## config.mk

```make
export PLATFORM = sky130hd
export DESIGN_NAME = speculative_ghr_ckpt
export DESIGN_NICKNAME = d
export VERILOG_FILES = /design/src/rtl/speculative_ghr_ckpt.sv
export SDC_FILE = /design/constraint.sdc
export NUM_CORES = 1
export LEC_CHECK = 0
export ABC_AREA = 1
export CELL_PAD_IN_SITES_DETAIL_PLACEMENT = 0
export CELL_PAD_IN_SITES_GLOBAL_PLACEMENT = 2
export CORE_ASPECT_RATIO = 0.9
export CORE_MARGIN = 2
export CORE_UTILIZATION = 31
export CTS_CLUSTER_SIZE = 28
export DETAILED_ROUTE_END_ITERATION = 12
export PLACE_DENSITY_LB_ADDON = 0.12
export RECOVER_POWER = 100
export SETUP_SLACK_MARGIN = 0.3
export SLEW_MARGIN = 10
export SYNTH_ARGS = -nofsm -noshare
export SYNTH_HDL_FRONTEND = slang
export SYNTH_SLANG_ARGS = --single-unit
```

## constraint.sdc

```tcl
create_clock -name clk -period 2.6 [get_ports clk]
set_input_delay 0.52 -clock clk [delete_from_list [all_inputs] [get_ports clk]]
set_output_delay 0.52 -clock clk [all_outputs]
set_load 0.02 [all_outputs]
```

## src/rtl/speculative_ghr_ckpt.sv

```systemverilog
// Speculative global history register with a circular checkpoint buffer for
// in-flight branches. Optional performance counters are enabled by SPEC_GHR_PERF_EN.
package global_parameters;
    parameter int GLOBAL_HISTORY_WIDTH = 8;
endpackage

module speculative_ghr_ckpt #(
    parameter int HIST_WIDTH = global_parameters::GLOBAL_HISTORY_WIDTH,
    parameter int CKPT_DEPTH = 8,
    parameter int TAG_WIDTH  = $clog2(CKPT_DEPTH)
) (
    input  logic                  clk,
    input  logic                  rst,
    input  logic                  pred_valid,
    input  logic                  pred_taken,
    output logic                  pred_ready,
    output logic [TAG_WIDTH-1:0]  pred_tag,
    input  logic                  resolve_valid,
    input  logic [TAG_WIDTH-1:0]  resolve_tag,
    input  logic                  resolve_mispredict,
    input  logic                  resolve_taken,
    input  logic                  retire_valid,
    input  logic                  flush,
    output logic [HIST_WIDTH-1:0] spec_ghr_out,
    output logic [HIST_WIDTH-1:0] arch_ghr_out,
    output logic [TAG_WIDTH:0]    occupancy,
    output logic                  empty,
    output logic                  full
`ifdef SPEC_GHR_PERF_EN
    ,
    output logic [31:0]           mispredict_count,
    output logic [31:0]           squash_count
`endif
);

    localparam logic [TAG_WIDTH:0] DEPTH_CNT = (TAG_WIDTH+1)'(CKPT_DEPTH);

    logic [HIST_WIDTH-1:0] spec_q, arch_q;
    logic [TAG_WIDTH-1:0]  head_q, tail_q;
    logic [TAG_WIDTH:0]    occ_q;
    // Only the low HIST_WIDTH-1 bits of the saved history survive a recovery shift.
    logic [HIST_WIDTH-2:0] ckpt_hist_q [CKPT_DEPTH];
    logic [CKPT_DEPTH-1:0] ckpt_dir_q;

    logic [TAG_WIDTH-1:0]  res_offset;
    logic                  res_live;
    logic                  do_mispredict;
    logic                  do_retire;
    logic                  do_predict;
    logic                  retire_dir;
    logic [TAG_WIDTH:0]    mis_keep;
    logic [TAG_WIDTH:0]    retire_dec;
    logic [TAG_WIDTH:0]    occ_d;

    assign empty        = (occ_q == '0);
    assign full         = (occ_q == DEPTH_CNT);
    assign pred_ready   = !full && !flush && !(resolve_valid && resolve_mispredict);
    assign pred_tag     = tail_q;
    assign spec_ghr_out = spec_q;
    assign arch_ghr_out = arch_q;
    assign occupancy    = occ_q;

    always_comb begin
        res_offset    = resolve_tag - head_q;
        res_live      = ({1'b0, res_offset} < occ_q);
        do_mispredict = resolve_valid && resolve_mispredict && res_live && !flush;
        do_retire     = retire_valid && !empty && !flush;
        do_predict    = pred_valid && pred_ready;
        retire_dir    = (do_mispredict && (resolve_tag == head_q)) ? resolve_taken
                                                                   : ckpt_dir_q[head_q];
        mis_keep      = {1'b0, res_offset} + (TAG_WIDTH+1)'(1);
        retire_dec    = (TAG_WIDTH+1)'(do_retire);
        occ_d         = occ_q;
        if (flush)
            occ_d = '0;
        else if (do_mispredict)
            occ_d = mis_keep - retire_dec;
        else if (do_predict)
            occ_d = occ_q + (TAG_WIDTH+1)'(1) - retire_dec;
        else
            occ_d = occ_q - retire_dec;
    end

    always_ff @(posedge clk or posedge rst) begin
        if (rst) begin
            spec_q     <= '0;
            arch_q     <= '0;
            head_q     <= '0;
            tail_q     <= '0;
            occ_q      <= '0;
            ckpt_dir_q <= '0;
            for (int i = 0; i < CKPT_DEPTH; i++)
                ckpt_hist_q[i] <= '0;
        end else begin
            occ_q <= occ_d;
            if (flush) begin
                spec_q <= arch_q;
                head_q <= '0;
                tail_q <= '0;
            end else begin
                if (do_mispredict) begin
                    spec_q                  <= {ckpt_hist_q[resolve_tag], resolve_taken};
                    ckpt_dir_q[resolve_tag] <= resolve_taken;
                    tail_q                  <= resolve_tag + TAG_WIDTH'(1);
                end else if (do_predict) begin
                    ckpt_hist_q[tail_q] <= spec_q[HIST_WIDTH-2:0];
                    ckpt_dir_q[tail_q]  <= pred_taken;
                    spec_q              <= {spec_q[HIST_WIDTH-2:0], pred_taken};
                    tail_q              <= tail_q + TAG_WIDTH'(1);
                end
                if (do_retire) begin
                    arch_q <= {arch_q[HIST_WIDTH-2:0], retire_dir};
                    head_q <= head_q + TAG_WIDTH'(1);
                end
            end
        end
    end

`ifdef SPEC_GHR_PERF_EN
    function automatic logic [31:0] sat_add(input logic [31:0] a, input logic [31:0] b);
        logic [32:0] sum;
        sum = {1'b0, a} + {1'b0, b};
        return sum[32] ? 32'hFFFF_FFFF : sum[31:0];
    endfunction

    logic [31:0] squash_amt;

    always_comb begin
        squash_amt = '0;
        if (flush)
            squash_amt = 32'(occ_q);
        else if (do_mispredict)
            squash_amt = 32'(occ_q - mis_keep);
    end

    always_ff @(posedge clk or posedge rst) begin
        if (rst) begin
            mispredict_count <= '0;
            squash_count     <= '0;
        end else begin
            if (do_mispredict)
                mispredict_count <= sat_add(mispredict_count, 32'd1);
            squash_count <= sat_add(squash_count, squash_amt);
        end
    end
`endif

endmodule

```

==> summary.txt <==
STA
  • Min Clock Period, post-route: 2.54 ns
  • Final Cycle Share: 97.8%
  • RSZ-0062 raised after global routing: yes
  • Final Skew: 0.00763 ns
  • Setup Viol. Count Final: 0
  • Slew Limit Fails: 0
  • Total negative slack: 0 ns
  • Final hold violations: 0
  • Worst-Margin Slew: 0.944 ns
  • Slew margin rel.: 36.7%
  • Min Hold Slack: 0.481 ns
  • Fmax: 393 MHz

Worst setup path
  • Worst r2r src: head_q[0]$_DFFE_PP0P_
  • Slowest CP cell: fa_2
  • Worst path cell trace: buf_6 > buf_12 > inv_16 > ha_4 > inv_4 > fa_2 > xor2_1 > inv_1 > ha_1 > inv_1 > nor2_2 > nand2_2 > buf_4 > nand3_4 > o21ai_4 > ha_4 > nand3b_1 > nand3_1 > nand2_1
  • Critical path's top delay family: adder cells
  • Crit. End Element: flop
  • Length in cells of the worst reg-to-reg path: 16
  • WP data required: 2.84 ns
  • Critical Path Sink: pred_tag[2]$_DFFE_PP0P_
  • Reg-to-reg endpoint: pred_tag[2]$_DFFE_PP0P_
  • WP data arrival: 2.79 ns
  • Crit start category: input port
  • Path length in cells of the critical path: 19
  • CP Launch Point: resolve_tag[0]
  • Sum of buffers and inverters on the critical path: 7
  • Critical path type: in2reg
  • Crit-path max cell delay: 0.32 ns
  • Critical path peak fanout: 4
  • R2R Setup Slk: 0.09 ns

Detailed routing
  • Via/cell ratio: 4.82
  • Routed wire per std cell: 16.8 um
  • Total Wirelength: 16,400 um
  • Pre-Repair DR Iteration Count: 4
  • Drt initial violations: 232
  • Antenna-violating nets left: 0
  • Vias post-DR: 4,717
  • DR DRC count: 0

Floorplanning
  • # IOs: 38
  • Core Box Area: 16,200 um^2
  • Initial Util: 31.9%
  • Num rows: 44
  • Die X-Extent: 140 um
  • Die ar.: 17,800 um^2
  • Die Ht: 127 um

Clock network
  • CTS tree: yes
  • Max clock buf depth: 2
  • # clock sinks: 90
  • CTS Root Cell: clkbuf_16
  • Clock transition at the registers of the reported paths: 0.07 ns
  • Clock latency at the later pin of the worst-skew pair: 0.35 ns
  • Total CTS buffers: 9
  • H-tree level count: 3
  • Post-CTS Hold Buffers: 0

Global route
  • First-pass GRT wire length: 26,700 um
  • Vias in the first global route: 4,741
  • Tot GR Track Use: 19.5%
  • GRT overflow: 0
  • Largest net degree at the start of global routing: 34
  • Initial antenna violation count: 0

Logic synthesis
  • Synth Net Count: 728
  • Synth cell types: 31
  • Synth Area in Compound Gates: 10.6%
  • Synth Area in Adders: 4.25%
  • Xor/xnor cell area share of the yosys netlist: 0.845%
  • Mapped Area: 5180 um^2
  • Yosys warning count: 0
  • Flops & latches, synth: 90
  • Mux contribution to synthesized area: 0%
  • Simple-gate share of the synthesized area: 34.1%
  • Mean Syn Cell Area: 7.42 um^2
  • Combinational family with the most area after synthesis: simple AND/OR/NAND/NOR gates
  • Cell count after synthesis: 699
  • Register area share after synthesis: 43.4%

Min path
  • Hold_sp: ckpt_dir_q[6]$_DFFE_PP0P_
  • Hold Path Class: reg2reg
  • Worst hold stages: 2

Layout
  • Fillers: 1,695
  • # nets final: 796
  • Fin cells: 979
  • Final core occ: 40.9%
  • Area Growth Syn to Fin: 28.1%
  • Antenna diodes: 0
  • Layout cells sized above 1: 19.7%

Flow run
  • Maxcap violations: 0

Power and ir drop
  • Peak supply drop: 0.000466 V
  • PwrDens: 995 nW/um^2
  • P_leak: 3.28 nW
  • Total Power: 6.61 mW

Placement
  • Dpl hpwl: 11,400 um
  • Placer congestion estimate: 0.824
  • Port-buffer cells: 37
  • DP Cell Count: 952

Outcome
  • Run status: finished clean
==> worst min-delay path by stage <==
| stage | endpoint | slack, ns |
|---|---|---|
| global placement | ckpt_hist_q[0]$_DFFE_PP0P_ | 0.46 |
| floorplan | ckpt_dir_q[6]$_DFFE_PP0P_ | 0.44 |
| global route | ckpt_hist_q[32]$_DFFE_PP0P_ | 0.50 |
| CTS | ckpt_dir_q[6]$_DFFE_PP0P_ | 0.48 |
| finish | ckpt_dir_q[6]$_DFFE_PP0P_ | 0.48 |
| detailed placement | ckpt_dir_q[6]$_DFFE_PP0P_ | 0.47 |
==> area by class of cell <==
class | instances | area (um^2) | share of cell area [%]
Sequential cell | 90 | 2250 | 34.0
Clock inverter | 4 | 57.6 | 0.867
Timing Repair Buffer | 85 | 778 | 11.7
Tap cell | 207 | 259 | 3.90
Inverter | 53 | 226 | 3.41
Multi-Input combinational cell | 528 | 2800 | 42.1
Clock buffer | 12 | 267 | 4.01
==> registers in the layout, indices dropped and copies added, names as in the netlist <==
signal	cells
occupancy	4
pred_tag	3
ckpt_hist_q	56
spec_ghr_out	8
arch_ghr_out	8
ckpt_dir_q	8
head_q	3
==> placed cells by master (no fill, tap or decap), types with 4 or more instances in the layout <==
cell / instances
nand2_1: 304
dfrtp_1: 88
o21ai_1: 50
inv_1: 35
buf_4: 34
clkdlybuf4s50_1: 30
nor2_1: 24
nand3_1: 21
o21ai_2: 21
o21ai_0: 15
ha_1: 14
nand4_1: 11
nand2_2: 10
buf_6: 10
nor3_1: 9
inv_2: 9
clkbuf_16: 9
nand3_4: 6
nand4_2: 5
nor2_2: 4
clkinv_1: 4
nor2_4: 4
nor3_2: 4
==> timing repair <==
action / 4_1_cts / 5_1_grt
pin swaps: 10 / 14
gates resized for setup: 41 / 31
endpoints found under the setup margin: 27 / 26
gates cloned: 2 / 0
setup buffers: 6 / 3
==> cell families (layout without fill, tap and decap cells) <==
family / count (synthesis) / in the layout
XOR/XNOR: 5 / 5
adder cells (fa/ha/maj): 17 / 17
buffers and inverters: 83 / 154
flip-flops: 90 / 90
AND/OR/NAND/NOR: 409 / 411
AO/OA/AOI/OAI: 95 / 95
==> per-stage QoR <==
step	area, um^2	setup slack (ns)
after global routing	6640	-0.0616
after global placement	6070	-0.666
after detailed placement	6070	-0.706
after CTS	6550	0.0450
after floorplan	5270	-0.183
final	6640	0.0568
==> Yosys cell counts (all sizes together) <==
cell type | number | area, um^2
fa | 1 | 20.0
inv | 49 | 184
nand2 | 317 | 1200
ha | 16 | 200
dfrtp | 90 | 2250
nor2 | 33 | 145
xor2 | 2 | 17.5
xnor2 | 3 | 26.3
buf | 29 | 150
nor3 | 13 | 85.1
clkinv | 4 | 15.0
a21oi | 6 | 41.3
nand3 | 28 | 190
nand3b | 1 | 7.51
nand4 | 16 | 131
nor3b | 1 | 7.51
o22ai | 1 | 6.26
o21ai | 88 | 500
clkbuf | 1 | 3.75
==> per-layer routing <==
metal  wire length [um]  track usage [%]  share of wire [%]
met5                  0                0                  0
met4                244             5.41                1.5
met3                455             2.79                2.8
met2               7290             30.2                 44
met1               8430             28.4                 51
==> report_power, final <==
group	internal (mW)	leakage (nW)	total, mW	switching, mW
combinational	1.21	1.92	2.94	1.74
clock	0.834	0.157	1.43	0.596
sequential	1.83	1.21	2.23	0.404
==> worst register-to-register path, delay by kind of cell (launching register included) <==
kind / cells / cell delay [ns]
compound gates: 1 / 0.07
xor+xnor: 1 / 0.13
fa+ha+maj: 4 / 0.91
buf+inv: 4 / 0.32
flops: 1 / 0.39
simple gates: 6 / 0.58
Note: power is estimated with default switching activity, not from simulation.
